`config.mk`:
```
export PLATFORM = sky130hd
export DESIGN_NAME = link_ctrl
export DESIGN_NICKNAME = d
export VERILOG_FILES = /design/src/rtl/snake_pkg.sv /design/src/rtl/uart_rx.sv /design/src/rtl/link_ctrl.sv
export SDC_FILE = /design/constraint.sdc
export NUM_CORES = 1
export LEC_CHECK = 0
export CELL_PAD_IN_SITES_DETAIL_PLACEMENT = 1
export CELL_PAD_IN_SITES_GLOBAL_PLACEMENT = 2
export CORE_ASPECT_RATIO = 0.6
export CORE_UTILIZATION = 34
export DETAILED_ROUTE_END_ITERATION = 8
export PLACE_DENSITY_LB_ADDON = 0.1
export SLEW_MARGIN = 20
export SYNTH_ARGS = -nofsm -noshare
export SYNTH_HDL_FRONTEND = slang
export SYNTH_SLANG_ARGS = --single-unit
```
`constraint.sdc`:
```
create_clock -name clk -period 3.8 [get_ports clk]
set_input_delay 0.57 -clock clk [delete_from_list [all_inputs] [get_ports clk]]
set_output_delay 0.57 -clock clk [all_outputs]
set_load 0.05 [all_outputs]
```
`src/rtl/snake_pkg.sv`:
```
// Shared SnakeWars link definitions: byte type codes and the heartbeat payload.
// Each link byte is {type[7:6], payload[5:0]}.
package snake_pkg;

    typedef enum logic [1:0] {
        LNK_START  = 2'b00,
        LNK_SEED_X = 2'b01,
        LNK_SEED_Y = 2'b10,
        LNK_HB     = 2'b11
    } link_type_t;

    localparam logic [5:0] HB_PAYLOAD = 6'h2A;

    function automatic logic [7:0] link_byte(input link_type_t kind, input logic [5:0] payload);
        return {kind, payload};
    endfunction

endpackage

```
`src/rtl/uart_rx.sv`:
```
// UART 8N1 receiver: 2-FF synchronizer, mid-bit sampling, one-cycle valid/frame_err strobes.
// A start edge that is high again at half-bit is treated as a glitch.
module uart_rx #(
    parameter int CLKS_PER_BIT = 651
) (
    input  logic       clk,
    input  logic       rst,
    input  logic       rxd,
    output logic [7:0] data,
    output logic       valid,
    output logic       frame_err
);

    localparam int BW = $clog2(CLKS_PER_BIT);
    localparam logic [BW-1:0] BIT_LAST  = BW'(CLKS_PER_BIT - 1);
    localparam logic [BW-1:0] HALF_LAST = BW'(CLKS_PER_BIT / 2 - 1);

    typedef enum logic [1:0] {R_IDLE, R_START, R_DATA, R_STOP} rx_state_t;

    rx_state_t     state;
    logic [1:0]    sync_q;
    logic          rx_prev;
    logic [BW-1:0] cnt;
    logic [2:0]    bit_idx;
    logic [7:0]    shreg;

    // NOTE: sequential state uses non-blocking assignments so every register samples pre-edge values.
    always_ff @(posedge clk or negedge rst) begin
        if (!rst) begin
            state     <= R_IDLE;
            sync_q    <= 2'b11;
            rx_prev   <= 1'b1;
            cnt       <= '0;
            bit_idx   <= '0;
            shreg     <= '0;
            data      <= '0;
            valid     <= 1'b0;
            frame_err <= 1'b0;
        end else begin
            sync_q    <= {sync_q[0], rxd};
            rx_prev   <= sync_q[1];
            valid     <= 1'b0;
            frame_err <= 1'b0;
            case (state)
                R_IDLE: begin
                    if (rx_prev && !sync_q[1]) begin
                        state <= R_START;
                        cnt   <= '0;
                    end
                end
                R_START: begin
                    if (cnt == HALF_LAST) begin
                        cnt     <= '0;
                        bit_idx <= '0;
                        state   <= sync_q[1] ? R_IDLE : R_DATA;
                    end else begin
                        cnt <= cnt + 1'b1;
                    end
                end
                R_DATA: begin
                    if (cnt == BIT_LAST) begin
                        cnt   <= '0;
                        shreg <= {sync_q[1], shreg[7:1]};
                        if (bit_idx == 3'd7) begin
                            state <= R_STOP;
                        end else begin
                            bit_idx <= bit_idx + 1'b1;
                        end
                    end else begin
                        cnt <= cnt + 1'b1;
                    end
                end
                R_STOP: begin
                    if (cnt == BIT_LAST) begin
                        cnt   <= '0;
                        state <= R_IDLE;
                        if (sync_q[1]) begin
                            data  <= shreg;
                            valid <= 1'b1;
                        end else begin
                            frame_err <= 1'b1;
                        end
                    end else begin
                        cnt <= cnt + 1'b1;
                    end
                end
                default: state <= R_IDLE;
            endcase
        end
    end

endmodule

```
`src/rtl/link_ctrl.sv`:
```
// SnakeWars board-to-board link: TX request capture, arbitration and 8N1 transmitter,
// RX byte decode into seeds/start, heartbeat and silence timers.
module link_ctrl
    import snake_pkg::*;
#(
    parameter int CLKS_PER_BIT   = 651,
    parameter int HB_CYCLES      = 750_000,
    parameter int TIMEOUT_CYCLES = 7_500_000
) (
    input  logic       clk,
    input  logic       rst,
    input  logic       link_en,
    input  logic       uart_rxd,
    output logic       uart_txd,
    input  logic       start_req,
    input  logic [5:0] seed_x_out,
    input  logic [5:0] seed_y_out,
    input  logic       seed_rdy,
    output logic [5:0] seed_x_in,
    output logic [5:0] seed_y_in,
    output logic       seed_valid,
    output logic       start_game,
    output logic       con_error,
    output logic       tx_busy
);

    localparam int BW = $clog2(CLKS_PER_BIT);
    localparam int HW = $clog2(HB_CYCLES);
    localparam int TW = $clog2(TIMEOUT_CYCLES);
    localparam logic [BW-1:0] BIT_LAST = BW'(CLKS_PER_BIT - 1);
    localparam logic [HW-1:0] HB_LAST  = HW'(HB_CYCLES - 1);
    localparam logic [TW-1:0] TO_LAST  = TW'(TIMEOUT_CYCLES - 1);

    typedef enum logic [1:0] {TX_IDLE, TX_START, TX_DATA, TX_STOP} tx_state_t;
    typedef enum logic [2:0] {SEL_NONE, SEL_Y, SEL_START, SEL_X, SEL_HB} tx_sel_t;

    tx_state_t     tx_state;
    logic [BW-1:0] tx_cnt;
    logic [2:0]    tx_bit;
    logic [7:0]    tx_shift;
    logic          txd_q;
    logic          seed_pend, start_pend, y_pend;
    logic [5:0]    sx_buf, sy_buf, y_byte;
    logic [HW-1:0] hb_cnt;
    tx_sel_t       sel;
    logic [7:0]    sel_byte;

    // The second half of a pair outranks START so a pair is never split.
    // NOTE: every always_comb output gets a default first, otherwise a latch is inferred.
    always_comb begin
        sel      = SEL_NONE;
        sel_byte = 8'h00;
        if (tx_state == TX_IDLE && link_en) begin
            if (y_pend) begin
                sel      = SEL_Y;
                sel_byte = link_byte(LNK_SEED_Y, y_byte);
            end else if (start_pend) begin
                sel      = SEL_START;
                sel_byte = link_byte(LNK_START, 6'd0);
            end else if (seed_pend) begin
                sel      = SEL_X;
                sel_byte = link_byte(LNK_SEED_X, sx_buf);
            end else if (hb_cnt == HB_LAST) begin
                sel      = SEL_HB;
                sel_byte = link_byte(LNK_HB, HB_PAYLOAD);
            end
        end
    end

    always_ff @(posedge clk or negedge rst) begin
        if (!rst) begin
            seed_pend  <= 1'b0;
            start_pend <= 1'b0;
            y_pend     <= 1'b0;
            sx_buf     <= '0;
            sy_buf     <= '0;
            y_byte     <= '0;
            hb_cnt     <= '0;
        end else begin
            if (seed_rdy) begin
                sx_buf    <= seed_x_out;
                sy_buf    <= seed_y_out;
                seed_pend <= 1'b1;
            end else if (sel == SEL_X) begin
                seed_pend <= 1'b0;
            end
            // Y is frozen at launch of X, so a later seed_rdy only refills the buffer.
            if (sel == SEL_X) begin
                y_pend <= 1'b1;
                y_byte <= sy_buf;
            end else if (sel == SEL_Y) begin
                y_pend <= 1'b0;
            end
            if (start_req) begin
                start_pend <= 1'b1;
            end else if (sel == SEL_START) begin
                start_pend <= 1'b0;
            end
            if (sel != SEL_NONE || !link_en) begin
                hb_cnt <= '0;
            end else if (tx_state == TX_IDLE && hb_cnt != HB_LAST) begin
                hb_cnt <= hb_cnt + 1'b1;
            end
        end
    end

    always_ff @(posedge clk or negedge rst) begin
        if (!rst) begin
            tx_state <= TX_IDLE;
            tx_cnt   <= '0;
            tx_bit   <= '0;
            tx_shift <= '0;
            txd_q    <= 1'b1;
        end else begin
            case (tx_state)
                TX_IDLE: begin
                    if (sel != SEL_NONE) begin
                        tx_state <= TX_START;
                        tx_shift <= sel_byte;
                        tx_cnt   <= '0;
                        txd_q    <= 1'b0;
                    end
                end
                TX_START: begin
                    if (tx_cnt == BIT_LAST) begin
                        tx_cnt   <= '0;
                        tx_bit   <= '0;
                        txd_q    <= tx_shift[0];
                        tx_shift <= {1'b0, tx_shift[7:1]};
                        tx_state <= TX_DATA;
                    end else begin
                        tx_cnt <= tx_cnt + 1'b1;
                    end
                end
                TX_DATA: begin
                    if (tx_cnt == BIT_LAST) begin
                        tx_cnt <= '0;
                        if (tx_bit == 3'd7) begin
                            txd_q    <= 1'b1;
                            tx_state <= TX_STOP;
                        end else begin
                            tx_bit   <= tx_bit + 1'b1;
                            txd_q    <= tx_shift[0];
                            tx_shift <= {1'b0, tx_shift[7:1]};
                        end
                    end else begin
                        tx_cnt <= tx_cnt + 1'b1;
                    end
                end
                TX_STOP: begin
                    if (tx_cnt == BIT_LAST) begin
                        tx_cnt   <= '0;
                        tx_state <= TX_IDLE;
                    end else begin
                        tx_cnt <= tx_cnt + 1'b1;
                    end
                end
                default: tx_state <= TX_IDLE;
            endcase
        end
    end

    assign uart_txd = txd_q;
    assign tx_busy  = (tx_state != TX_IDLE) | seed_pend | start_pend | y_pend;

    logic [7:0]    rx_data;
    logic          rx_valid, rx_frame_err;
    logic [5:0]    x_hold;
    logic          x_ok;
    logic [TW-1:0] sil_cnt;

    uart_rx #(.CLKS_PER_BIT(CLKS_PER_BIT)) u_rx (
        .clk       (clk),
        .rst       (rst),
        .rxd       (uart_rxd),
        .data      (rx_data),
        .valid     (rx_valid),
        .frame_err (rx_frame_err)
    );

    always_ff @(posedge clk or negedge rst) begin
        if (!rst) begin
            seed_x_in  <= '0;
            seed_y_in  <= '0;
            seed_valid <= 1'b0;
            start_game <= 1'b0;
            x_hold     <= '0;
            x_ok       <= 1'b0;
        end else begin
            seed_valid <= 1'b0;
            start_game <= 1'b0;
            if (rx_valid) begin
                case (link_type_t'(rx_data[7:6]))
                    LNK_START:  start_game <= 1'b1;
                    LNK_SEED_X: begin
                        x_hold <= rx_data[5:0];
                        x_ok   <= 1'b1;
                    end
                    LNK_SEED_Y: begin
                        if (x_ok) begin
                            seed_x_in  <= x_hold;
                            seed_y_in  <= rx_data[5:0];
                            seed_valid <= 1'b1;
                            x_ok       <= 1'b0;
                        end
                    end
                    LNK_HB:     ;
                endcase
            end else if (rx_frame_err) begin
                // A corrupted byte may have been the partner Y, so the held X is no longer trusted.
                x_ok <= 1'b0;
            end
        end
    end

    always_ff @(posedge clk or negedge rst) begin
        if (!rst) begin
            sil_cnt   <= '0;
            con_error <= 1'b0;
        end else if (!link_en) begin
            sil_cnt   <= '0;
            con_error <= 1'b0;
        end else if (rx_valid) begin
            sil_cnt <= '0;
        end else if (sil_cnt == TO_LAST) begin
            con_error <= 1'b1;
        end else begin
            sil_cnt <= sil_cnt + 1'b1;
        end
    end

endmodule
```
==> qor_table.md <==
| Item | This run |
| --- | --- |
| Post-synth top area share | 50.15% |
| CTS buffer count | 17 |
| Post-detailed-placement half-perimeter wirelength | 12230 µm |
| Cell-by-cell trace of the critical path | inv_1 > ha_1 > nand2_1 > clkdlybuf4s50_1 |
| Clock input transition at the sequential cells of the worst setup and hold paths | 0.06 ns |
| Critical Path Slowest Stage Cell | sky130_fd_sc_hd__clkdlybuf4s50_1 |
| Critical path data required time | 3.23 ns |
| Dpl ws | 0.9743 ns |
| Fraction of registers with async set or reset after synthesis | 100.0% |
| Post-layout power | 4.477 mW |
| Result of the run | complete, no violations |
| Layout overhead on the synthesized area | 18.10% |
| Clock tree from TritonCTS | yes |
| Initial drt markers | 313 |
| Antenna-violating nets left | 0 |
| Final Skew | 0.006482 ns |
| Die Span Y | 113.8 µm |
| Core Box Area | 0.02022 mm² |
| Post-synthesis area per instance | 10.72 µm² |
| TritonCTS Sinks | 146 |
| Power dissipated by switching net loads | 1.401 mW |
| Starting density of the core | 35.04% |
| Cell area after layout | 0.008368 mm² |
| Internal power | 3.076 mW |
| Max H-tree Level | 4 |
| Final Routed Wirelength | 17280 µm |
| Synth area leaders | sky130_fd_sc_hd__dfrtp_1, sky130_fd_sc_hd__mux2_2, sky130_fd_sc_hd__nor2_1, sky130_fd_sc_hd__ha_1, sky130_fd_sc_hd__xnor2_1 |
| Slew @ Worst Pin | 0.9729 ns |
| Post-route DRC violation count | 0 |
| Clk network pwr share | 38.5% |
| Min Tclk post-route | 3.025 ns |
| Part of the total power dissipated in combinational logic | 20.2% |
| IR Drop Worst-Case VDD | 317.7 µV |
| Number of inserted diodes | 0 |
| Synthesized cell area | 0.007086 mm² |
| Slowest cell delay on critical path | 0.75 ns |
| Total of hold buffers inserted after clock tree synthesis | 0 |
| First-pass GRT wire length | 30220 µm |
| Worst-skew pair later-pin latency | 0.42 ns |
| Endpoints failing setup | 0 |
| Number of core rows | 40 |
| Most used DFF post-synth | sky130_fd_sc_hd__dfrtp_1 |
| Leakage | 3.599 nW |
| Share of layout cells above drive strength 1 | 15.97% |
| Remaining global-route overflow | 0 |
| Gpl congestion | 0.7668 |
| Power density of the placed cells | 535.1 mW/mm² |
| Detailed-routing iteration count for the pre-antenna-repair pass | 5 |
| Count of input and output buffers | 34 |
| Worst R2R Path Depth | 6 |
| Total track usage | 17.87% |
| Synthesis warning total | 0 |
| Total Die Area | 0.02144 mm² |
| Fin Setup TNS | 0 ns |
| Vias in the first global route | 5615 |
| Data arrival time at the worst-slack endpoint | 2.46 ns |
| Critical path class | flip-flop to output port |
| Area leader, netlist | sky130_fd_sc_hd__dfrtp_1 |
| Antenna violations before repair | 0 |
| Vias per std cell | 5.234 |
| RSZ-0062 raised after global routing | no |
| I/O pin count | 35 |
| Post-CTS setup-driven buffer insertion count | 0 |
| Die width | 188.4 µm |
| Deepest clock path buffer count | 2 |
| Number of buffer and inverter instances along the worst setup path | 2 |
| Max-Slew Margin vs Limit | 34.84% |
| Layout net count | 738 |
| Reg2Reg Launch Point | hb_cnt[0]$_DFFE_PN0P_ |
| Worst min-delay path category | input pin to async pin |
| Number of gates resized after cts | 0 |
| Number of flops mapped to enable cells by yosys | 0 |
| Gate Count Post-Synth | 661 |
| Area post-placement | 0.007765 mm² |
| Filler Cells Inserted | 2258 |
| Share of the yosys chip area belonging to registers | 51.63% |
| Post-layout utilization of the core | 41.39% |
| Reg power frac | 41.3% |
| Proportion of total power due to net switching | 31.29% |
| Post-synthesis cell type count | 61 |
| Final cycle utilization of the critical path | 79.61% |
| Count of vias placed by the detailed router | 5166 |
| Root Buffer | sky130_fd_sc_hd__clkbuf_16 |
| Max Transition Viols Final | 0 |
| Pin count of the biggest net entering global routing | 75 |
| Post-route worst setup slack | 0.7750 ns |
| Critical path startpoint category | flip-flop |
| Highest net fanout along the worst path | 14 |
| MaxCap Viol Count | 0 |
| Number of nets in the synthesized netlist | 698 |
| Nature of the critical path endpoint | output port |
| Top Family by Delay on Critical Path | buffers and inverters |
| Crit Reg-Reg Endpoint | tx_state[1]$_DFFE_PN0P_ |
| Routed length per placed instance | 17.51 µm |
| Register-to-register setup slack | 1.02 ns |
| Post-synthesis register bit count | 146 |
| Highest attainable clock frequency | 330.6 MHz |
| Count of endpoints failing hold in the final timing report | 0 |
[logic make-up after synthesis]
| family | Yosys count | share of synthesized area [%] |
|---|---|---|
| simple gates | 241 | 17.69 |
| xor+xnor | 36 | 4.450 |
| buf+inv | 43 | 2.331 |
| compound gates | 110 | 10.14 |
| flops | 146 | 51.63 |
| fa+ha+maj | 19 | 3.355 |
| mux | 66 | 10.40 |
[power by group through the flow]
stage          clock (mW)  sequential (mW)  combinational, mW
2_1_floorplan           0             1.80              0.668
3_3_place_gp            0             1.86              0.874
3_5_place_dp            0             1.87              0.915
4_1_cts              1.78             1.85              0.918
5_1_grt              1.84             1.87               1.03
6_report             1.72             1.85              0.905
[synth_stat cells (all sizes together), types with 3 or more instances]
cell and instances:
a211oi 3, a21oi 20, a221oi 4, a22o 6, a22oi 3, a31oi 10, and3 16, buf 6
clkbuf 15, dfrtp 142, dfstp 4, ha 19, inv 22, mux2 61, mux2i 5, nand2 58
nand2b 4, nand3 26, nand4 9, nand4b 3, nor2 66, nor2b 5, nor3 16, nor3b 3
nor4 10, o21ai 36, o31ai 12, or3 7, xnor2 25, xor2 11
[worst reg2reg max path, stage by stage (launching register included)]
cell	delay [ns]
sky130_fd_sc_hd__dfrtp_1	0.40
sky130_fd_sc_hd__ha_1	0.29
sky130_fd_sc_hd__nand4bb_1	0.20
sky130_fd_sc_hd__nor4_4	0.54
sky130_fd_sc_hd__a31oi_1	0.44
sky130_fd_sc_hd__a211oi_1	0.42
sky130_fd_sc_hd__mux2_2	0.38
[routing by layer]
| metal | part of all wire [%] | GRT usage (%) | vias to the layer above |
|---|---|---|---|
| li1 | - | - | 2452 |
| met1 | 54 | 26.81 | 2626 |
| met2 | 42 | 25.54 | 76 |
| met3 | 3.1 | 3.846 | 12 |
| met4 | 0.92 | 5.376 | 0 |
| met5 | 0 | 0 | - |
[cell usage in the layout (no fill, tap or decap), drive strengths merged, types with 10 or more instances in the layout]
master         count
a21oi             20
clkdlybuf4s50     33
nor3              16
clkbuf            18
and3              16
xor2              11
mux2              61
dfrtp            142
nor2              66
xnor2             25
o31ai             12
ha                19
nand2             58
nand3             26
a31oi             10
nor4              10
o21ai             36
inv               22
[metrics by stage]
| stage | std cells | hold slack [ns] |
|---|---|---|
| after floorplan | 661 | 0.2744 |
| after global placement | 955 | 0.3484 |
| after detailed placement | 955 | 0.3482 |
| after CTS | 987 | 0.2110 |
| after global routing | 987 | 0.2310 |
| final | 987 | 0.1845 |
[registers in the layout (all words and copies together), names as in the netlist, 8 cells and up, named ones only]
register    cells
hb_cnt         20
sil_cnt        23
tx_cnt         10
tx_shift        8
u_rx.cnt       10
u_rx.data       8
u_rx.shreg      8
[worst max-delay path by stage]
stage                            start                      end  cells past startpoint
5_1_grt        tx_state[0]$_DFFE_PN0P_                  tx_busy                      4
3_5_place_dp                   link_en  tx_state[1]$_DFFE_PN0P_                      6
4_1_cts         start_pend$_DFFE_PN0P_                  tx_busy                      3
3_3_place_gp                   link_en  tx_state[1]$_DFFE_PN0P_                      6
2_1_floorplan    hb_cnt[0]$_DFFE_PN0P_  tx_shift[0]$_DFFE_PN0P_                      6
6_report       tx_state[0]$_DFFE_PN0P_                  tx_busy                      4
[cell type report]
class                           count  area (µm²)  area share (%)
Clock buffer                       18       439.2           5.248
Clock inverter                     14       163.9           1.959
Inverter                           22       82.58          0.9868
Multi-Input combinational cell    472        3268           39.05
Sequential cell                   146        3659           43.72
Tap cell                          273       341.6           4.082
Timing Repair Buffer               42       414.1           4.949
Note: power is estimated with default switching activity, not from simulation.
